==> src/rtl/result_byte_serializer.sv <==
// Captures one DATA_W-bit result on ld and streams it out LSB-first as BYTE_W beats
// over valid/ready; a ld that arrives while a word is held is dropped and flagged on ovr.
module result_byte_serializer #(
  parameter int DATA_W = 100,
  parameter int BYTE_W = 8
) (
  input  logic              clk,
  input  logic              rst,
  input  logic              ld,
  input  logic [DATA_W-1:0] din,
  output logic              busy,
  output logic [BYTE_W-1:0] m_data,
  output logic              m_valid,
  input  logic              m_ready,
  output logic              m_last,
  output logic              ovr
);
  localparam int NBEATS = (DATA_W + BYTE_W - 1) / BYTE_W;
  localparam int SH_W   = NBEATS * BYTE_W;
  localparam int CNT_W  = (NBEATS > 1) ? $clog2(NBEATS) : 1;

  typedef enum logic {IDLE, SEND} state_t;

  state_t            state;
  logic [SH_W-1:0]   shreg;
  logic [CNT_W-1:0]  cnt;
  logic [CNT_W-1:0]  cnt_nxt;

  assign cnt_nxt = cnt + CNT_W'(1);
  // Beat is the low slice of the shift register; it drains to zero, so m_data is 0 when idle.
  assign m_data  = shreg[BYTE_W-1:0];

  always_ff @(posedge clk or negedge rst) begin
    if (!rst) begin
      state   <= IDLE;
      shreg   <= '0;
      cnt     <= '0;
      busy    <= 1'b0;
      m_valid <= 1'b0;
      m_last  <= 1'b0;
      ovr     <= 1'b0;
    end else begin
      ovr <= 1'b0;
      case (state)
        IDLE: begin
          if (ld) begin
            shreg   <= SH_W'(din);
            cnt     <= '0;
            state   <= SEND;
            busy    <= 1'b1;
            m_valid <= 1'b1;
            m_last  <= (NBEATS == 1);
          end
        end
        SEND: begin
          // Held word has priority; even a ld alongside the final accept is dropped.
          if (ld) ovr <= 1'b1;
          if (m_ready) begin
            shreg <= shreg >> BYTE_W;
            cnt   <= cnt_nxt;
            if (m_last) begin
              state   <= IDLE;
              busy    <= 1'b0;
              m_valid <= 1'b0;
              m_last  <= 1'b0;
            end else begin
              m_last <= (cnt_nxt == CNT_W'(NBEATS - 1));
            end
          end
        end
        default: state <= IDLE;
      endcase
    end
  end
endmodule

==> config.mk <==
export PLATFORM = sky130hd
export DESIGN_NAME = result_byte_serializer
export DESIGN_NICKNAME = d
export VERILOG_FILES = /design/src/rtl/result_byte_serializer.sv
export SDC_FILE = /design/constraint.sdc
export NUM_CORES = 1
export LEC_CHECK = 0
export CAP_MARGIN = 20
export CORE_AREA = 2 2 97 99
export CTS_BUF_LIST = sky130_fd_sc_hd__clkbuf_4 sky130_fd_sc_hd__clkbuf_8
export CTS_CLUSTER_SIZE = 8
export DETAILED_ROUTE_END_ITERATION = 8
export DIE_AREA = 0 0 99 101
export HOLD_SLACK_MARGIN = 0.12
export PLACE_DENSITY = 0.95
export RECOVER_POWER = 50
export SYNTH_ARGS = -nofsm -noshare
export SYNTH_HDL_FRONTEND = slang
export SYNTH_SLANG_ARGS = --single-unit
==> constraint.sdc <==
create_clock -name clk -period 2.9 [get_ports clk]
set_clock_uncertainty 0.15 [all_clocks]
set_input_delay 0.435 -clock clk [delete_from_list [all_inputs] [get_ports clk]]
set_output_delay 0.435 -clock clk [all_outputs]
set_load 0.03 [all_outputs]
### Word level (Yosys, flattened, before mapping)

Index checks and enable logic that the tools add are counted.

| word-level totals | value |
|---|---|
| register bits after elaboration | 112 |
| bits of input ports | 104 |
| output and inout port bits | 12 |

| operators by class | value |
|---|---|
| add/sub/neg operators | 1 |
| equality and inequality tests | 4 |
| muxes and demuxes | 19 |
| bitwise logic cells | 1 |
| reductions and logical operators | 2 |

Operators by type and width:

| cell | count |
|---|---|
| 2-to-1 mux 104 bit | 2 |
| one-hot mux 104 bit (2 select lines) | 1 |
| 2-to-1 mux 1 bit | 10 |
| 2-to-1 mux 4 bit | 2 |
| one-hot mux 4 bit (2 select lines) | 1 |
| inequality test 2 bit, second input constant | 3 |
| one-hot mux 1 bit (2 select lines) | 3 |
| adder 4 x 1 -> 4 bit, second input constant | 1 |
| == test 4 bit, second input constant | 1 |
| AND reduction 3 bit | 1 |
| AND reduction 2 bit | 1 |
| inverter 1 bit | 1 |

### Logic depth before layout (Yosys ltp)

| logic depth | value |
|---|---|
| word-level depth | 5 |
| depth in mapped cells | 6 |
| gate-level depth less buffers | 4 |

### Worst setup path after synthesis

No wires, ideal clock.

| timing path | value |
|---|---|
| kind | flip-flop to flip-flop |
| start point | register state |
| end point | register shreg[72] |
| arrival time | 1.200 ns |
| slack | 1.426 ns |
| stages on the path, launching flop included | 6 |
| buffers on the path | 3 |
| path through | dfrtp_1 buf_4 buf_6 clkbuf_4 mux2i_1 o21ai_2 |

| between the ends | value |
|---|---|
| longest elaborated chain between the ends | 3 |
| elaborated cells between the ends (all ways) | 5 |
| classes of those cells | eq/ne: 2; mux: 1; bitwise: 1; reduce/logical: 1 |

Ends and longest elaborated chain:

| item | RTL line | RTL |
|---|---|---|
| from (decl) | 24 | `state_t state;` |
| from (signal assigned) | 35 | `state <= IDLE;` |
| from (signal assigned) | 49 | `state <= SEND;` |
| from (signal assigned) | 62 | `state <= IDLE;` |
| inverter 1 bit | n/a |  |
| inequality test 2 bit (no source line) | n/a |  |
| AND reduction 2 bit (no source line) | n/a |  |
| to (signal assigned) | 47 | `shreg <= SH_W'(din);` |
| to (signal assigned) | 59 | `shreg <= shreg >> BYTE_W;` |
| to (decl) | 25 | `logic [SH_W-1:0] shreg;` |

Parallel ways exist; a longest one is shown, timed or not.
A chain may end at the register's enable or synchronous reset.

### Final worst setup path

| timing path | value |
|---|---|
| start point | register state |
| end point | register shreg[87] |

The elaborated chain is that of the path after synthesis.

==> results.cfg <==
[run_status]
status = completed

[placed_design]
place_congestion = 0.753
io_buffers = 115
dp_hpwl_mm = 7.40
dp_slack_ns = 0.697

[die]
rows = 35
die-area_um2 = 10000
fp.dieH_um = 101
fp.dieW_um = 99
io_pins = 116
core_area_um2 = 8980
initial_core_util_pct = 55.0

[clocking]
clockBufferDepth = 2
htreeDepth = 3
cts_made_buffers = 9
post_cts_resized = 0
clk_latency_ns = 0.35
cts-root-buf = clkbuf_8
clk_pin_slew_worst_paths_ns = 0.10
cts_tree = done
cts.sinks = 108

[cells_and_area]
final_cell_mix = clkdlybuf4s50_1, dfrtp_1, nand2_1, mux2i_1, o21ai_1
fin_nets = 652
final_layout_size_suffix_gt1_share_pct = 5.44
diodes = 0
syn2layout_area_growth_pct = 26.7
layout_commonest_cell = clkdlybuf4s50_1

[timing]
finalCriticalPeriod_ns = 2.17
finalSetupTns_ns = 0
setup_violations = 0
slew_viol_final = 0
worst_slew_pin_slew_ns = 0.688
slew_headroom_pct = 54.1
max_freq_ghz = 0.461
rsz0062_at_grt = no
layout_setup_ws_ns = 0.729
finalHoldViolations = 0
period_share_pct = 74.9

[drt]
dr.pass1.iters = 4
vias = 3543
drc = 0
wl_mm = 10.3
drtIter0Drc = 157
viasPerCell = 5.35
routedWlPerCell_um = 15.5
ant_nets = 0

[critical_path]
worst_setup_path_start_kind = flop
critical_path_class = reg -> reg
r2r_cells = 4
crit_required_ns = 3.02
cp_max_fo = 138
end_kind = flop
cp_data_arrival_time_ns = 2.29

[power_and_ir_drop]
p_leak_uw = 0.00318
powerDensity_nw_per_um2 = 830
peakVddDrop_mv = 0.395

[hold_path]
hold_path_depth = 2
hold_path_class = reg -> reg

[synthesis]
yosysTopAreaCell = dfrtp_1
syn_area_per_cell_um2 = 10.8
synth.cell_area_um2 = 4940
synth_top_area_share_pct = 54.7
synthTopCellsByArea = dfrtp_1, mux2i_1, o21ai_1
synth_fp_nets = 562
synth_compound_area_share_pct = 12.3
synth_top_family_by_area = multiplexers
synth_mux_area_share_pct = 19.1
syn_inst = 457
ys_ff_latch = 108
synth_seq_area_share_pct = 54.7
synthAdderAreaFrac_pct = 0.253
yosysWarnings = 0
ys_types = 24
synth-xor-area-share_pct = 0.177
synth_edf_count = 0
ys.flop_type = dfrtp_1
yosys.area_share.simple_pct = 8.34
synthArstFlopShare_pct = 100

[grt]
grt.total_usage_pct = 21.3
grt-ovfl-total = 0
grt_pass1_vias = 3603
grt_pass1_wl_mm = 16.9
grt_start_max_net_pins = 139
antenna_found_initial = 0

[flow_run]
maxCapViolations = 0
==> through the flow <==
step / hold slack [ns] / cells / instance area, µm² / total power, µW / utilization, %
after floorplan: -0.0106 / 457 / 4940 / 3830 / -
after global placement: 0.240 / 646 / 6060 / 4220 / 67.5
after detailed placement: 0.250 / 646 / 6060 / 4350 / 67.5
after CTS: 0.347 / 662 / 6270 / 5260 / 69.8
after global routing: 0.368 / 662 / 6260 / 5560 / 69.7
final: 0.341 / 662 / 6260 / 5190 / 69.7
==> cell usage after synthesis (all sizes together), types with 2 or more instances <==
master / count
a21o: 2
a22o: 8
buf: 33
clkbuf: 9
dfrtp: 108
mux2i: 93
nand2: 97
nand3: 2
o21ai: 95
==> path summary, 6_finish.rpt <==
kind | start | end | slack [ns]
max | state | shreg[87] | 0.73
min | shreg[77] | shreg[77] | 0.34
max reg2reg | state | shreg[87] | 0.73
min reg2reg | shreg[77] | shreg[77] | 0.34
max in group asynchronous | rst | state | 1.51
min in group asynchronous | rst | shreg[5] | 0.40
==> cells by family (layout without fill, tap and decap cells) <==
family | after synthesis | count (layout)
flops | 108 | 108
compound gates | 107 | 107
simple gates | 105 | 105
mux | 93 | 93
buf+inv | 42 | 136
fa+ha+maj | 1 | 1
xor+xnor | 1 | 1
==> area by class of cell <==
class | instances | area, µm²
clock buffers | 11 | 145
flip-flops and latches | 108 | 2710
multi-input cells | 307 | 1970
fillers | 663 | 2720
repair buffers | 121 | 1250
clock inverters | 4 | 50.0
well taps | 111 | 139
==> registers in the layout (all words and copies together), names as in the netlist <==
signal and cells:
state 1, m_valid 1, m_last 1, ovr 1
cnt 4, shreg 100
==> report_power, final <==
group	switching (µW)	leakage (µW)	total [µW]	internal, µW
combinational	964	0.00166	1850	885
clock	473	0.0000948	900	427
sequential	367	0.00142	2440	2080
total	1800	0.00318	5190	3390
==> critical path: stages (launching register included) <==
cell	delay, ns
dfrtp_4	0.64
mux2i_1	0.49
buf_12	0.45
nand2_1	0.14
o21ai_1	0.11
==> layer usage <==
layer	vias up	global-route usage (%)	wire (µm)
li1	1746	-	-
met1	1672	26.6	4350
met2	114	37.4	5150
met3	11	5.76	652
met4	0	4.53	114
met5	-	0	0
==> repair_timing <==
item                                   CTS  global route
setup endpoints to repair                0             0
hold buffers                             1             0
buffers inserted                         0             0
endpoints found under the hold margin   30             0
(Power assumes the default switching activity.)
